--- src/rtl/core_pkg.sv ---
// Shared core types: ALU operation classes, funct encodings and the EX-stage
// control bundle reused by the IF/ID, ID/EX and EX/MEM pipeline registers.
package core_pkg;

  typedef enum logic [1:0] {
    ALUOP_MEM   = 2'b00,
    ALUOP_BR    = 2'b01,
    ALUOP_RTYPE = 2'b10
  } aluop_t;

  // funct = {instr[30], instr[14:12]}
  localparam logic [3:0] F_ADD = 4'b0000;
  localparam logic [3:0] F_SUB = 4'b1000;
  localparam logic [3:0] F_AND = 4'b0111;
  localparam logic [3:0] F_OR  = 4'b0110;

  localparam int REG_IDX_W = 5;
  localparam int FUNCT_W   = 4;

  typedef struct packed {
    aluop_t aluop;
    logic   alusrc;
    logic   branch;
    logic   memread;
    logic   memwrite;
    logic   memtoreg;
    logic   regwrite;
  } ex_ctrl_t;

endpackage

--- src/rtl/id_ex_register_if.sv ---
// ID->EX pipeline bus: decode-side inputs and their registered EX-side copies.
interface id_ex_register_if #(
  parameter int XLEN = 64
);
  logic            id_valid;
  logic [XLEN-1:0] id_pc;
  logic [XLEN-1:0] id_rs1_data;
  logic [XLEN-1:0] id_rs2_data;
  logic [XLEN-1:0] id_imm;
  logic [4:0]      id_rs1;
  logic [4:0]      id_rs2;
  logic [4:0]      id_rd;
  logic [3:0]      id_funct;
  logic [1:0]      id_aluop;
  logic            id_alusrc;
  logic            id_branch;
  logic            id_memread;
  logic            id_memwrite;
  logic            id_memtoreg;
  logic            id_regwrite;

  logic            ex_valid;
  logic [XLEN-1:0] ex_pc;
  logic [XLEN-1:0] ex_rs1_data;
  logic [XLEN-1:0] ex_rs2_data;
  logic [XLEN-1:0] ex_imm;
  logic [4:0]      ex_rs1;
  logic [4:0]      ex_rs2;
  logic [4:0]      ex_rd;
  logic [3:0]      ex_funct;
  logic [1:0]      ex_aluop;
  logic            ex_alusrc;
  logic            ex_branch;
  logic            ex_memread;
  logic            ex_memwrite;
  logic            ex_memtoreg;
  logic            ex_regwrite;

  // Decode stage drives id_*, and sees the EX-side copies.
  modport master (
    output id_valid, id_pc, id_rs1_data, id_rs2_data, id_imm,
           id_rs1, id_rs2, id_rd, id_funct, id_aluop,
           id_alusrc, id_branch, id_memread, id_memwrite, id_memtoreg, id_regwrite,
    input  ex_valid, ex_pc, ex_rs1_data, ex_rs2_data, ex_imm,
           ex_rs1, ex_rs2, ex_rd, ex_funct, ex_aluop,
           ex_alusrc, ex_branch, ex_memread, ex_memwrite, ex_memtoreg, ex_regwrite
  );

  // The pipeline register samples id_* and drives ex_*.
  modport slave (
    input  id_valid, id_pc, id_rs1_data, id_rs2_data, id_imm,
           id_rs1, id_rs2, id_rd, id_funct, id_aluop,
           id_alusrc, id_branch, id_memread, id_memwrite, id_memtoreg, id_regwrite,
    output ex_valid, ex_pc, ex_rs1_data, ex_rs2_data, ex_imm,
           ex_rs1, ex_rs2, ex_rd, ex_funct, ex_aluop,
           ex_alusrc, ex_branch, ex_memread, ex_memwrite, ex_memtoreg, ex_regwrite
  );
endinterface

--- src/rtl/pipe_reg.sv ---
// Generic pipeline register with synchronous reset, synchronous clear and
// load enable. reset and clear both zero the contents; clear beats en.
module pipe_reg #(
  parameter int W = 8
) (
  input  logic         clk,
  input  logic         reset,
  input  logic         clear,
  input  logic         en,
  input  logic [W-1:0] d,
  output logic [W-1:0] q
);

  // NOTE: sequential state uses <= so every register samples pre-edge values.
  always_ff @(posedge clk) begin
    if (reset || clear) begin
      q <= '0;
    end else if (en) begin
      q <= d;
    end
  end

endmodule

--- src/rtl/id_ex_register.sv ---
// ID/EX pipeline register: captures decoded operands and controls, supports
// stall (hold) and flush (zero bubble), and counts inserted bubbles.
module id_ex_register
  import core_pkg::*;
#(
  parameter int XLEN  = 64,
  parameter int CNT_W = 32
) (
  input  logic               clk,
  input  logic               reset,
  input  logic               stall,
  input  logic               flush,
  id_ex_register_if.slave    bus,
  output logic [CNT_W-1:0]   bubble_count
);

  localparam int DATA_W = 4 * XLEN;
  localparam int IDX_W  = 3 * REG_IDX_W + FUNCT_W;
  localparam int CTRL_W = 1 + $bits(ex_ctrl_t);

  logic [DATA_W-1:0] data_d, data_q;
  logic [IDX_W-1:0]  idx_d, idx_q;
  logic [CTRL_W-1:0] ctrl_grp_d, ctrl_grp_q;
  ex_ctrl_t          ctrl_d, ctrl_q;
  logic              valid_q;
  logic              load_en;

  // Flush is wired to clear, which pipe_reg ranks above en, so flush wins
  // over stall without any extra gating here.
  assign load_en = ~stall;

  assign data_d = {bus.id_pc, bus.id_rs1_data, bus.id_rs2_data, bus.id_imm};
  assign idx_d  = {bus.id_rs1, bus.id_rs2, bus.id_rd, bus.id_funct};

  assign ctrl_d = '{
    aluop:    aluop_t'(bus.id_aluop),
    alusrc:   bus.id_alusrc,
    branch:   bus.id_branch,
    memread:  bus.id_memread,
    memwrite: bus.id_memwrite,
    memtoreg: bus.id_memtoreg,
    regwrite: bus.id_regwrite
  };
  assign ctrl_grp_d = {bus.id_valid, ctrl_d};

  pipe_reg #(.W(DATA_W)) u_data_reg (
    .clk(clk), .reset(reset), .clear(flush), .en(load_en),
    .d(data_d), .q(data_q)
  );

  pipe_reg #(.W(IDX_W)) u_idx_reg (
    .clk(clk), .reset(reset), .clear(flush), .en(load_en),
    .d(idx_d), .q(idx_q)
  );

  pipe_reg #(.W(CTRL_W)) u_ctrl_reg (
    .clk(clk), .reset(reset), .clear(flush), .en(load_en),
    .d(ctrl_grp_d), .q(ctrl_grp_q)
  );

  assign {valid_q, ctrl_q} = ctrl_grp_q;

  assign {bus.ex_pc, bus.ex_rs1_data, bus.ex_rs2_data, bus.ex_imm} = data_q;
  assign {bus.ex_rs1, bus.ex_rs2, bus.ex_rd, bus.ex_funct}         = idx_q;

  assign bus.ex_valid    = valid_q;
  assign bus.ex_aluop    = ctrl_q.aluop;
  assign bus.ex_alusrc   = ctrl_q.alusrc;
  assign bus.ex_branch   = ctrl_q.branch;
  assign bus.ex_memread  = ctrl_q.memread;
  assign bus.ex_memwrite = ctrl_q.memwrite;
  assign bus.ex_memtoreg = ctrl_q.memtoreg;
  assign bus.ex_regwrite = ctrl_q.regwrite;

  // Saturating bubble counter.
  logic [CNT_W-1:0] cnt_d, cnt_q;

  // NOTE: cnt_d is given its default first so no path through this block leaves it unassigned (no latch).
  always_comb begin
    cnt_d = cnt_q;
    if (flush && (cnt_q != '1)) begin
      cnt_d = cnt_q + CNT_W'(1);
    end
  end

  always_ff @(posedge clk) begin
    if (reset) begin
      cnt_q <= '0;
    end else begin
      cnt_q <= cnt_d;
    end
  end

  assign bubble_count = cnt_q;

endmodule

--- src/flat_wrapper.sv ---
// flat-port wrapper written by rule: the top's interface ports become plain ports
module id_ex_register_flat import core_pkg::*;
#(
  parameter int XLEN  = 64,
  parameter int CNT_W = 32
)
  (clk, reset, stall, flush, bubble_count, bus_id_valid, bus_id_pc, bus_id_rs1_data, bus_id_rs2_data, bus_id_imm, bus_id_rs1, bus_id_rs2, bus_id_rd, bus_id_funct, bus_id_aluop, bus_id_alusrc, bus_id_branch, bus_id_memread, bus_id_memwrite, bus_id_memtoreg, bus_id_regwrite, bus_ex_valid, bus_ex_pc, bus_ex_rs1_data, bus_ex_rs2_data, bus_ex_imm, bus_ex_rs1, bus_ex_rs2, bus_ex_rd, bus_ex_funct, bus_ex_aluop, bus_ex_alusrc, bus_ex_branch, bus_ex_memread, bus_ex_memwrite, bus_ex_memtoreg, bus_ex_regwrite);
  id_ex_register_if #(.XLEN(XLEN)) bus_i ();
  input  logic clk;
  input  logic reset;
  input  logic stall;
  input  logic flush;
  output logic [CNT_W-1:0] bubble_count;
  input wire logic [$bits(bus_i.id_valid)-1:0] bus_id_valid;
  input wire logic [$bits(bus_i.id_pc)-1:0] bus_id_pc;
  input wire logic [$bits(bus_i.id_rs1_data)-1:0] bus_id_rs1_data;
  input wire logic [$bits(bus_i.id_rs2_data)-1:0] bus_id_rs2_data;
  input wire logic [$bits(bus_i.id_imm)-1:0] bus_id_imm;
  input wire logic [$bits(bus_i.id_rs1)-1:0] bus_id_rs1;
  input wire logic [$bits(bus_i.id_rs2)-1:0] bus_id_rs2;
  input wire logic [$bits(bus_i.id_rd)-1:0] bus_id_rd;
  input wire logic [$bits(bus_i.id_funct)-1:0] bus_id_funct;
  input wire logic [$bits(bus_i.id_aluop)-1:0] bus_id_aluop;
  input wire logic [$bits(bus_i.id_alusrc)-1:0] bus_id_alusrc;
  input wire logic [$bits(bus_i.id_branch)-1:0] bus_id_branch;
  input wire logic [$bits(bus_i.id_memread)-1:0] bus_id_memread;
  input wire logic [$bits(bus_i.id_memwrite)-1:0] bus_id_memwrite;
  input wire logic [$bits(bus_i.id_memtoreg)-1:0] bus_id_memtoreg;
  input wire logic [$bits(bus_i.id_regwrite)-1:0] bus_id_regwrite;
  output wire logic [$bits(bus_i.ex_valid)-1:0] bus_ex_valid;
  output wire logic [$bits(bus_i.ex_pc)-1:0] bus_ex_pc;
  output wire logic [$bits(bus_i.ex_rs1_data)-1:0] bus_ex_rs1_data;
  output wire logic [$bits(bus_i.ex_rs2_data)-1:0] bus_ex_rs2_data;
  output wire logic [$bits(bus_i.ex_imm)-1:0] bus_ex_imm;
  output wire logic [$bits(bus_i.ex_rs1)-1:0] bus_ex_rs1;
  output wire logic [$bits(bus_i.ex_rs2)-1:0] bus_ex_rs2;
  output wire logic [$bits(bus_i.ex_rd)-1:0] bus_ex_rd;
  output wire logic [$bits(bus_i.ex_funct)-1:0] bus_ex_funct;
  output wire logic [$bits(bus_i.ex_aluop)-1:0] bus_ex_aluop;
  output wire logic [$bits(bus_i.ex_alusrc)-1:0] bus_ex_alusrc;
  output wire logic [$bits(bus_i.ex_branch)-1:0] bus_ex_branch;
  output wire logic [$bits(bus_i.ex_memread)-1:0] bus_ex_memread;
  output wire logic [$bits(bus_i.ex_memwrite)-1:0] bus_ex_memwrite;
  output wire logic [$bits(bus_i.ex_memtoreg)-1:0] bus_ex_memtoreg;
  output wire logic [$bits(bus_i.ex_regwrite)-1:0] bus_ex_regwrite;
  assign bus_i.id_valid = bus_id_valid;
  assign bus_i.id_pc = bus_id_pc;
  assign bus_i.id_rs1_data = bus_id_rs1_data;
  assign bus_i.id_rs2_data = bus_id_rs2_data;
  assign bus_i.id_imm = bus_id_imm;
  assign bus_i.id_rs1 = bus_id_rs1;
  assign bus_i.id_rs2 = bus_id_rs2;
  assign bus_i.id_rd = bus_id_rd;
  assign bus_i.id_funct = bus_id_funct;
  assign bus_i.id_aluop = bus_id_aluop;
  assign bus_i.id_alusrc = bus_id_alusrc;
  assign bus_i.id_branch = bus_id_branch;
  assign bus_i.id_memread = bus_id_memread;
  assign bus_i.id_memwrite = bus_id_memwrite;
  assign bus_i.id_memtoreg = bus_id_memtoreg;
  assign bus_i.id_regwrite = bus_id_regwrite;
  assign bus_ex_valid = bus_i.ex_valid;
  assign bus_ex_pc = bus_i.ex_pc;
  assign bus_ex_rs1_data = bus_i.ex_rs1_data;
  assign bus_ex_rs2_data = bus_i.ex_rs2_data;
  assign bus_ex_imm = bus_i.ex_imm;
  assign bus_ex_rs1 = bus_i.ex_rs1;
  assign bus_ex_rs2 = bus_i.ex_rs2;
  assign bus_ex_rd = bus_i.ex_rd;
  assign bus_ex_funct = bus_i.ex_funct;
  assign bus_ex_aluop = bus_i.ex_aluop;
  assign bus_ex_alusrc = bus_i.ex_alusrc;
  assign bus_ex_branch = bus_i.ex_branch;
  assign bus_ex_memread = bus_i.ex_memread;
  assign bus_ex_memwrite = bus_i.ex_memwrite;
  assign bus_ex_memtoreg = bus_i.ex_memtoreg;
  assign bus_ex_regwrite = bus_i.ex_regwrite;
  id_ex_register #(.XLEN(XLEN), .CNT_W(CNT_W)) u_core (.clk(clk), .reset(reset), .stall(stall), .flush(flush), .bus(bus_i), .bubble_count(bubble_count));
endmodule
--- config.mk ---
export PLATFORM = sky130hd
export DESIGN_NAME = id_ex_register_flat
export DESIGN_NICKNAME = d
export VERILOG_FILES = /design/src/rtl/core_pkg.sv /design/src/rtl/id_ex_register_if.sv /design/src/rtl/pipe_reg.sv /design/src/rtl/id_ex_register.sv /design/src/flat_wrapper.sv
export SDC_FILE = /design/constraint.sdc
export NUM_CORES = 1
export LEC_CHECK = 0
export ABC_AREA = 1
export BUFFER_PORTS_ARGS = -buffer_cell sky130_fd_sc_hd__buf_2
export CORE_AREA = 10 10 228 230
export DETAILED_ROUTE_END_ITERATION = 8
export DIE_AREA = 0 0 238 240
export PLACE_DENSITY = 0.49
export SLEW_MARGIN = 0
export SYNTH_ARGS = -nofsm -noshare
export SYNTH_HDL_FRONTEND = slang
export SYNTH_SLANG_ARGS = --single-unit
--- constraint.sdc ---
create_clock -name clk -period 2.6 [get_ports clk]
set_clock_uncertainty 0.15 [all_clocks]
set_input_delay 0.52 -clock clk [delete_from_list [all_inputs] [get_ports clk]]
set_output_delay 0.52 -clock clk [all_outputs]
set_load 0.05 [all_outputs]
==> results.cfg <==
[pwr]
irDropWorstVdd_uv = 519
p_per_area_mw_per_mm2 = 720
power_leakage_nw = 7.72

[drt]
vias = 12100
post_drt_via_cell_ratio = 4.39
postRouteAntennaNets = 0
avgRoutedWirePerCell_um = 17.8
drtIter0Drc = 636
firstDrtPassIters = 7
drt_wl_total_um = 49100
drc = 0

[critical_path]
critPathKind = reg2reg
reg2reg_depth = 9
cp_top_family = simple AND/OR/NAND/NOR gates
path_max_fanout = 24
path_buf_inv = 1
rrSetupSlack_ps = 540
crit_chain = ha_1 -> nand2_1 -> nor2_2 -> nand2_2 -> nor2_4 -> nand3_4 -> buf_4 -> a21oi_1 -> nor2_1
cp_data_arrival_time_ps = 2330
critPathLaunchType = flop
r2r_start = u_core.bubble_count[0]
end_kind = flop
cpPeakStageDelay_ps = 390
required_ps = 2870
critPathSlowestCell = dfxtp_1
reg2reg_to = u_core.bubble_count[17]

[synthesis]
synth_area_mm2 = 0.0116
syn_inst = 1550
syn_nets = 1839
synth_area_per_cell_um2 = 7.48
synth_cell_types = 24
synth_seq_cells = 316
yosys_warnings = 0
ys_seq_area_share_pct = 54.5

[floorplanning]
initial_core_util_pct = 24.5
placementRows = 80
io_pins = 604
die_area_mm2 = 0.0571
die_x_um = 238
die_y_um = 240
design.core.area_mm2 = 0.0473

[global_route]
grt_usage_pct = 16.0
grt_start_max_net_pins = 106
grt_pass1_wl_um = 72300
antenna_found_initial = 7
overflow = 0
grt_pass1_vias = 11900

[worst_hold_path]
min_path_type = in2reg
hold_start = bus_id_rs1_data[19]
min_to = u_core.u_data_reg.q[147]
min_path_cells = 3

[status]
status = finished, final reports clean

[sta]
hold_slack_ps = 76.7
worst_slack_ps = 540
fmax_mhz = 486
finalSetupTns_ps = 0
worstMarginPinSlew_ps = 582
relSlewSlack_pct = 61.2
drv_slew = 0
hold_viol = 0
timing.final.crit_period_ps = 2060
timing.final.crit_share_pct = 79.2
setup_viol = 0
rsz0062_at_grt = no

[cts]
cts_buffers = 39
h-tree-depth = 2
postCtsHoldBufs = 0
insertion_delay_ps = 540
path_clk_slew_ps = 60
tritoncts = done
ctsResizeCount = 0
post_cts_buffers = 0
clock-sinks = 316
cts-root-buf = clkbuf_16
clock_path_buffers = 3

[flow_run]
maxCapViolCount = 0

[placed_design]
portBuffers = 603
hpwl_um = 37300
dp_slack_ps = 572
gp_congestion = 0.877
dp_cells = 2689

[final_layout]
nets = 2404
area_growth_pct = 42.6
layout.cells.most_common = nand2_1
drive_gt1_share_pct = 33.7
instances_no_fill = 2762
final_util_pct = 34.9
final_cell_mix = nand2_1 (647), buf_2 (602), dfxtp_1 (316)
==> tightest hold or removal path: stages <==
cell and delay [ps]:
buf_2 90, nand2_1 50, a21oi_1 50
==> layout make-up <==
class	count	area (um2)
diodes	4	10.0
clock buffers	57	1160
clock inverters	12	124
fillers	5186	30800
inverters	34	135
multi-input cells	1098	4710
flip-flops and latches	316	6330
well taps	615	769
repair buffers	626	3300
==> flip-flops by register name, summed over array words and instances (netlist names) <==
register and count:
u_core.bubble_count 32, u_core.u_idx_reg.q 19, u_core.u_ctrl_reg.q 9, u_core.u_data_reg.q 256
==> report_power, final <==
part	internal, mW	leakage, nW	switching (mW)	total, mW
registers	4.99	2.57	0.0744	5.06
logic	0.397	4.51	1.01	1.41
clock network	3.30	0.639	2.14	5.44
==> routing by layer <==
| layer | vias to the layer above | wire [um] | global-route usage (%) | share of wire [%] |
|---|---|---|---|---|
| met5 | - | 32 | 0 | 0.065 |
| met4 | 6 | 1460 | 6.10 | 3.0 |
| met2 | 481 | 23200 | 26.7 | 47 |
| met1 | 5462 | 19700 | 18.4 | 40 |
| met3 | 84 | 4760 | 6.14 | 9.7 |
| li1 | 6081 | - | - | - |
==> worst max-delay path by stage <==
stage / startpoint / to / slack [ps] / depth (start not counted)
detailed placement: u_core.bubble_count[0] / u_core.bubble_count[17] / 570 / 9
floorplan: u_core.bubble_count[0] / u_core.bubble_count[12] / 500 / 9
finish: u_core.bubble_count[0] / u_core.bubble_count[17] / 540 / 9
CTS: u_core.bubble_count[0] / u_core.bubble_count[17] / 530 / 9
global placement: u_core.bubble_count[0] / u_core.bubble_count[11] / 610 / 9
global route: u_core.bubble_count[0] / u_core.bubble_count[10] / 340 / 9
==> Yosys cell counts <==
cell type,n,area [um2]
ha_1,1,12.5
nand2_2,9,56.3
nor2_1,77,289
buf_6,4,45.0
dfxtp_1,316,6330
inv_1,31,116
buf_1,11,41.3
and2_1,1,6.26
nor2_2,7,43.8
or2_2,1,6.26
nand3_1,21,105
nand2_1,648,2430
inv_2,2,7.51
o21ai_0,3,15.0
nand3_2,9,90.1
nor2_4,3,33.8
buf_2,23,115
nor3b_1,1,7.51
nand3_4,1,17.5
clkbuf_1,64,240
nand4_1,6,37.5
nor3_1,3,15.0
a21oi_1,307,1540
clkinv_1,1,3.75
==> through the flow <==
step	total power, mW	instance area [um2]
2_1_floorplan	6.03	11600
4_1_cts	12.1	16500
5_1_grt	12.4	16500
3_3_place_gp	6.57	15200
3_5_place_dp	6.58	15200
6_report	11.9	16500
==> cell families (layout without fill, tap and decap cells) <==
family	Yosys count	count (layout)	share of synthesized area, %
and+or+nand+nor	787	787	27.1
DFF	316	316	54.5
AOI/OAI and AO/OA	310	310	13.4
buffers and inverters	136	729	4.91
adders and majority gates	1	1	0.108
other	0	4	0
(Power assumes the default switching activity.)
